[config.mk]
export PLATFORM = sky130hd
export DESIGN_NAME = fec_fifo_wr_arbiter
export DESIGN_NICKNAME = d
export VERILOG_FILES = /design/src/rtl/fec_fifo_wr_arbiter.sv
export SDC_FILE = /design/constraint.sdc
export NUM_CORES = 1
export LEC_CHECK = 0
export BUFFER_PORTS_ARGS = -buffer_cell sky130_fd_sc_hd__buf_2
export CAP_MARGIN = 20
export CORE_MARGIN = 2
export CORE_UTILIZATION = 40
export CTS_BUF_LIST = sky130_fd_sc_hd__clkbuf_8
export DETAILED_ROUTE_END_ITERATION = 8
export PLACE_DENSITY_LB_ADDON = 0.15
export SLEW_MARGIN = 20
export SYNTH_ARGS = -nofsm -noshare
export SYNTH_HDL_FRONTEND = slang
export SYNTH_SLANG_ARGS = --single-unit
[constraint.sdc]
create_clock -name clk -period 1.8 [get_ports clk]
set_clock_uncertainty 0.15 [all_clocks]
set_input_delay 0.27 -clock clk [delete_from_list [all_inputs] [get_ports clk]]
set_output_delay 0.27 -clock clk [all_outputs]
set_load 0.01 [all_outputs]
[src/rtl/fec_fifo_wr_arbiter.sv]
// fec_fifo_wr_arbiter: round-robin FIFO write-port arbiter that grants whole FEC frames.
// Optional idle watchdog inside a frame: define ARB_WATCHDOG_EN.
module fec_fifo_wr_arbiter #(
    parameter int NUM_REQ     = 2,
    parameter int WIDTH       = 8,
    parameter int FRAME_LEN   = 8,
    parameter int WDOG_CYCLES = 16
) (
    input  logic                     clk,
    input  logic                     rst,
    input  logic [NUM_REQ-1:0]       req_valid,
    input  logic [NUM_REQ*WIDTH-1:0] req_data,
    output logic [NUM_REQ-1:0]       req_ready,
    input  logic                     fifo_full,
    output logic                     fifo_wr_en,
    output logic [WIDTH-1:0]         fifo_data,
    output logic [NUM_REQ-1:0]       grant,
    output logic                     busy,
    output logic                     frame_done,
    output logic                     abort
);
    localparam int PW = $clog2(NUM_REQ);
    localparam int CW = $clog2(FRAME_LEN);

    typedef enum logic {IDLE, BURST} state_t;

    state_t              state;
    logic [PW-1:0]       rr_ptr, owner, owner_nxt, pick;
    logic [CW-1:0]       word_cnt;
    logic [NUM_REQ-1:0]  rot;
    logic [PW:0]         s;
    logic                xfer;

`ifdef ARB_WATCHDOG_EN
    localparam int WW = $clog2(WDOG_CYCLES + 1);
    logic [WW-1:0] wdog;
`else
    assign abort = 1'b0;
`endif

    // rot[k] is the valid bit of requester (rr_ptr + k) mod NUM_REQ; lowest k wins
    always_comb begin
        rot  = NUM_REQ'({req_valid, req_valid} >> rr_ptr);
        pick = rr_ptr;
        s    = '0;
        for (int k = NUM_REQ - 1; k >= 0; k--) begin
            s = {1'b0, rr_ptr} + (PW+1)'(k);
            if (s >= (PW+1)'(NUM_REQ)) s = s - (PW+1)'(NUM_REQ);
            if (rot[k]) pick = s[PW-1:0];
        end
    end

    assign owner_nxt  = (owner == PW'(NUM_REQ - 1)) ? '0 : owner + PW'(1);
    assign xfer       = (state == BURST) && req_valid[owner] && !fifo_full;
    assign req_ready  = fifo_full ? '0 : grant;
    assign fifo_wr_en = xfer;
    assign fifo_data  = xfer ? req_data[owner*WIDTH +: WIDTH] : '0;
    assign busy       = (state == BURST);

    always_ff @(posedge clk or posedge rst) begin
        if (rst) begin
            state      <= IDLE;
            grant      <= '0;
            rr_ptr     <= '0;
            owner      <= '0;
            word_cnt   <= '0;
            frame_done <= 1'b0;
`ifdef ARB_WATCHDOG_EN
            wdog       <= '0;
            abort      <= 1'b0;
`endif
        end else begin
            frame_done <= 1'b0;
`ifdef ARB_WATCHDOG_EN
            abort      <= 1'b0;
`endif
            if (state == IDLE) begin
                if (|req_valid) begin
                    state    <= BURST;
                    owner    <= pick;
                    grant    <= NUM_REQ'(1) << pick;
                    word_cnt <= '0;
`ifdef ARB_WATCHDOG_EN
                    wdog     <= '0;
`endif
                end
            end else if (xfer) begin
                word_cnt <= word_cnt + CW'(1);
`ifdef ARB_WATCHDOG_EN
                wdog     <= '0;
`endif
                if (word_cnt == CW'(FRAME_LEN - 1)) begin
                    state      <= IDLE;
                    grant      <= '0;
                    rr_ptr     <= owner_nxt;
                    frame_done <= 1'b1;
                end
            end
`ifdef ARB_WATCHDOG_EN
            // only owner-idle cycles count; fifo_full stalls leave the counter alone
            else if (!req_valid[owner] && !fifo_full) begin
                if (wdog == WW'(WDOG_CYCLES - 1)) begin
                    state  <= IDLE;
                    grant  <= '0;
                    rr_ptr <= owner_nxt;
                    abort  <= 1'b1;
                    wdog   <= '0;
                end else begin
                    wdog <= wdog + WW'(1);
                end
            end
`endif
        end
    end
endmodule

* Word level (Yosys, flattened, before mapping)
Index checks and enable logic that the tools add are counted.
W data, S select, Z words.
** Cells by class
- Add/subtract/negate cells :: 5
- Order comparisons :: 3
- Equality and inequality tests :: 3
- Shift operators :: 3
- Muxes and demuxes :: 23
- Bitwise operators :: 1
- Reductions and logical operators :: 9
** Operators with widths (count)
- $shiftx A16 B5 Y8 :: 1
- $mux W1 :: 14
- $mux W2 :: 5
- $mux W3 :: 3
- $mux W8 :: 1
- $reduce_and A3 Y1 :: 2
- $ne A2 B1 Y1 const B :: 2
- $reduce_and A2 Y1 :: 2
- $shr A4 B1 Y2 :: 1
- $add A3 B1 Y3 const B :: 1
- $eq A3 B3 Y1 const B :: 1
- $add A1 B1 Y2 const B :: 1
- $ge A1 B2 Y1 const B :: 1
- $ge A2 B2 Y1 const B :: 1
- $logic_and A1 B1 Y1 :: 2
- $lt A1 B2 Y1 const B :: 1
- $reduce_bool A2 Y1 :: 1
- $reduce_or A2 Y1 :: 1
- $shl A1 B1 Y2 const A :: 1
- $sub A1 B1 Y1 const B :: 2
- $add A1 B1 Y1 const B :: 1
- $logic_not A1 Y1 :: 1
- $not A1 Y1 :: 1
** Storage, ports and cells
- Flip-flop bits (word level) :: 9
- Bits of input ports :: 21
- Logic and storage cells :: 53

* Longest topological paths before layout
- Depth in word-level cells :: 8
- Mapped depth :: 5
- Gate-level depth less buffers :: 5

* Least setup slack after synthesis
No wires, ideal clock.
- Kind :: register to output
- Start point :: reg state, in the netlist busy
- End point :: out fifo_data[0]
- Arrival time :: 1050 ps
- Required time :: 1380 ps
- Path slack :: 330 ps
- Stages on the path, launching flop included :: 5
- Cells stage by stage :: dfrtp_1 buf_2 and2b_1 nand2_4 nor2_1
** Between the ends
- Cells in the longest elaborated chain, start to end :: 3
** RTL lines
- from (decl) :: line 27 : state_t state;
- from (signal assigned) :: line 62 : state <= IDLE;
- from (signal assigned) :: line 79 : state <= BURST;
- from (signal assigned) :: line 93 : state <= IDLE;
- $logic_and A1 B1 Y1 (2 in a row) :: line 54 : assign xfer = (state == BURST) && req_valid[owner] && !fifo_full;
- $mux W8 :: line 57 : assign fifo_data = xfer ? req_data[owner*WIDTH +: WIDTH] : '0;
- to (decl) :: line 16 : output logic [WIDTH-1:0] fifo_data,
Every way passes these cells.

* Worst setup path after layout
- Start point :: reg owner
- End point :: out fifo_data[6]
** Between the ends
- Cells in the longest elaborated chain, start to end :: 5
- Elaborated cells on any way between the ends :: 6
** RTL lines
- from (decl) :: line 28 : logic [PW-1:0] rr_ptr, owner, owner_nxt, pick;
- from (signal assigned) :: line 80 : owner <= pick;
- parallel branches: the longest is 4 deep, another holds $shiftx A16 B5 Y8
- $mux W8 * :: line 57
Every way passes the cells marked *. The select of a mux whose other input is x is not followed.

==> results_dict.tcl <==
set metrics [dict create \
    htree_levels 1 \
    clkTransAtPathRegs_ns 0.05 \
    synthFlopType "dfrtp_1" \
    area_delta_synth_final_pct 37.1 \
    yosys_warnings 0 \
    drt-total-wl_mm 1.41 \
    cts_resized 0 \
    grt_max_degree 11 \
    p_leak_nw 0.492 \
    cp.arrival_ns 1.28 \
    clk_root_buffer_cell "clkbuf_8" \
    vias_per_cell 5.13 \
    grt_overflow 0 \
    die_h_um 44.6 \
    io_pins 37 \
    final_nets 136 \
    critPathLaunchType "flop" \
    hold_class "input port to flop" \
    power_frac_seq_pct 30.9 \
    insertion_delay_ns 0.23 \
    p_comb_share_pct 48.4 \
    mappedNetlistArea_sq_um 658 \
    rsz0062_at_grt "false" \
    synthArstFlopShare_pct 100 \
    avgSynthCellArea_sq_um 9.14 \
    crit_family "flip-flops" \
    antenna_found_initial 0 \
    p_sw_mw 0.408 \
    cpMaxStageDelayCell "dfrtp_1" \
    required_ns 1.38 \
    cap_violations 0 \
    yosysTopAreaCell "dfrtp_1" \
    synth_edf_count 0 \
    grt.busiest_layer "met2" \
    syn_inst 72 \
    sw_frac_of_total_pct 36.7 \
    synthTopCellsByArea "dfrtp_1 34%, mux2i_1 12%, ha_1 5.7%, nor2_1 5.1%, nor2b_1 4.8%" \
    yosysUniqueCellTypes 28 \
    start_util_pct 43.2 \
    drive_above_1_share_pct 43.2 \
    place_inst 122 \
    cp_max_fo 9 \
    use_met2_pct 26.4 \
    track_usage_pct 16.0 \
    synth.top_cells.by_count "9 x dfrtp_1, 9 x nor2_1, 8 x mux2i_1" \
    fin_util_pct 59.2 \
    wl_per_cell_um 11.1 \
    ys_seq_elements 9 \
    multi_input_area_sq_um 389 \
    grtUsageMet3_pct 2.86 \
    drtAntennaViolNets 0 \
    die-area_sq_um 1990 \
    p_per_area_nw_per_um2 1230 \
    cts.sinks 9 \
    placed_area_sq_um 847 \
    grt_pass1_wl_mm 2.33 \
    path_class "flop to primary output" \
    cts_tree "done" \
    drc_errors 0 \
    setup_ws_ns 0.102 \
    n_antenna_cell 0 \
    path_cells "mux2_4 > nand2_4 > nor2_1 > buf_2" \
    place_ws_ns 0.298 \
    met1_usage_pct 18.7 \
    cp_num_buf_inv 1 \
    dieWidth_um 44.6 \
    cts_buffer_depth 2 \
    p_int_mw 0.703 \
    setup_viol 0 \
    fin_crit_sh_pct 94.3 \
    vias 652 \
    register_area_sq_um 225 \
    ys_seq_area_share_pct 34.2 \
    rows 14 \
    status "complete, no violations" \
    grt_pass1_vias 552 \
    fmax_mhz 589 \
    numCtsBuffers 3 \
    hold_viol_final 0 \
    yosysTopAreaCellShare_pct 34.2 \
    slowest_delay_ns 0.40 \
    n_fill_cell 144 \
    worst_setup_path_end_kind "primary output" \
    synthesis.nets 96 \
    drt_pass1_iterations 4 \
    fin_cells 127 \
    final.min_clock_period_ns 1.70 \
    p_clk_share_pct 20.7 \
    drt_iter0_drc 12 \
    gp_congestion 0.718 \
    design_area_sq_um 902 \
    vdd_drop_max_mv 0.547 \
    final_max_slew_viol_count 0 \
    core-area_sq_um 1520 \
    io_buffers 35 \
    setup-tns-final_ns 0 \
    dpl.hpwl_mm 1.11 \
]
## sequential cells by signal (all words and copies together), names as in the netlist
register	count
busy	1
frame_done	1
grant	2
owner	1
rr_ptr	1
word_cnt	3
## layout make-up
class | instances | area share (%)
multi-input combinational | 55 | 43.1
sequential | 9 | 25.0
clock buffer | 3 | 4.58
timing repair buffer | 39 | 23.0
inverter | 4 | 1.66
tap | 16 | 2.22
clock inverter | 1 | 0.416
## repair_timing
action,in CTS,in global routing
hold buffers,1,0
setup buffers,0,0
hold endpoints to repair,9,0
## final timing paths
path                              start      endpoint  slack [ns]  cells after the start
setup / recovery                  owner  fifo_data[6]        0.10                      4
hold / removal             req_valid[0]          busy        0.22                      3
setup reg to reg            word_cnt[0]      grant[0]        0.36                      5
hold reg to reg                  rr_ptr        rr_ptr        0.37                      2
max in group asynchronous           rst   word_cnt[1]        0.85                      3
min in group asynchronous           rst      grant[0]        0.39                      3
## logic make-up (layout without fill, tap and decap cells)
logic type	count (synthesis)	count (layout)	synth area share, %
AO/OA/AOI/OAI	12	12	12.5
other	1	1	0.570
multiplexers	10	10	16.5
flip-flops	9	9	34.2
AND/OR/NAND/NOR	29	29	23.8
adder cells (fa/ha/maj)	3	3	5.70
buffers and inverters	8	47	6.65
## metrics by stage
step,power (mW),hold WS (ns)
2_1_floorplan,0.736,-0.0521
3_3_place_gp,0.876,0.0987
3_5_place_dp,0.884,0.110
4_1_cts,1.12,0.218
5_1_grt,1.20,0.240
6_report,1.11,0.216
## cell usage in the layout, fill, tap and decap left out, drive strengths merged, types with 2 or more instances in the layout
| cell type | instances |
|---|---|
| buf | 38 |
| clkbuf | 3 |
| dfrtp | 9 |
| ha | 3 |
| inv | 5 |
| mux2i | 9 |
| nand2 | 5 |
| nand2b | 2 |
| nand3 | 3 |
| nor2 | 10 |
| nor2b | 5 |
| o211ai | 4 |
| o21ai | 5 |
## worst min-delay path, cell delays in order
cell and delay (ns):
buf_2 0.14, nor3_1 0.08, nor2_2 0.07
## layer usage
metal	vias to the layer above	share of wire, %
li1	324	-
met1	282	41
met2	42	47
met3	4	10
met4	0	1.9
met5	-	0
## power by group through the flow
stage          registers (mW)  logic, mW  clock network, mW
2_1_floorplan           0.342      0.394                  0
3_3_place_gp            0.346      0.530                  0
3_5_place_dp            0.346      0.538                  0
4_1_cts                 0.343      0.544              0.237
5_1_grt                 0.354      0.603              0.246
6_report                0.343      0.537              0.230
(Power assumes the default switching activity.)
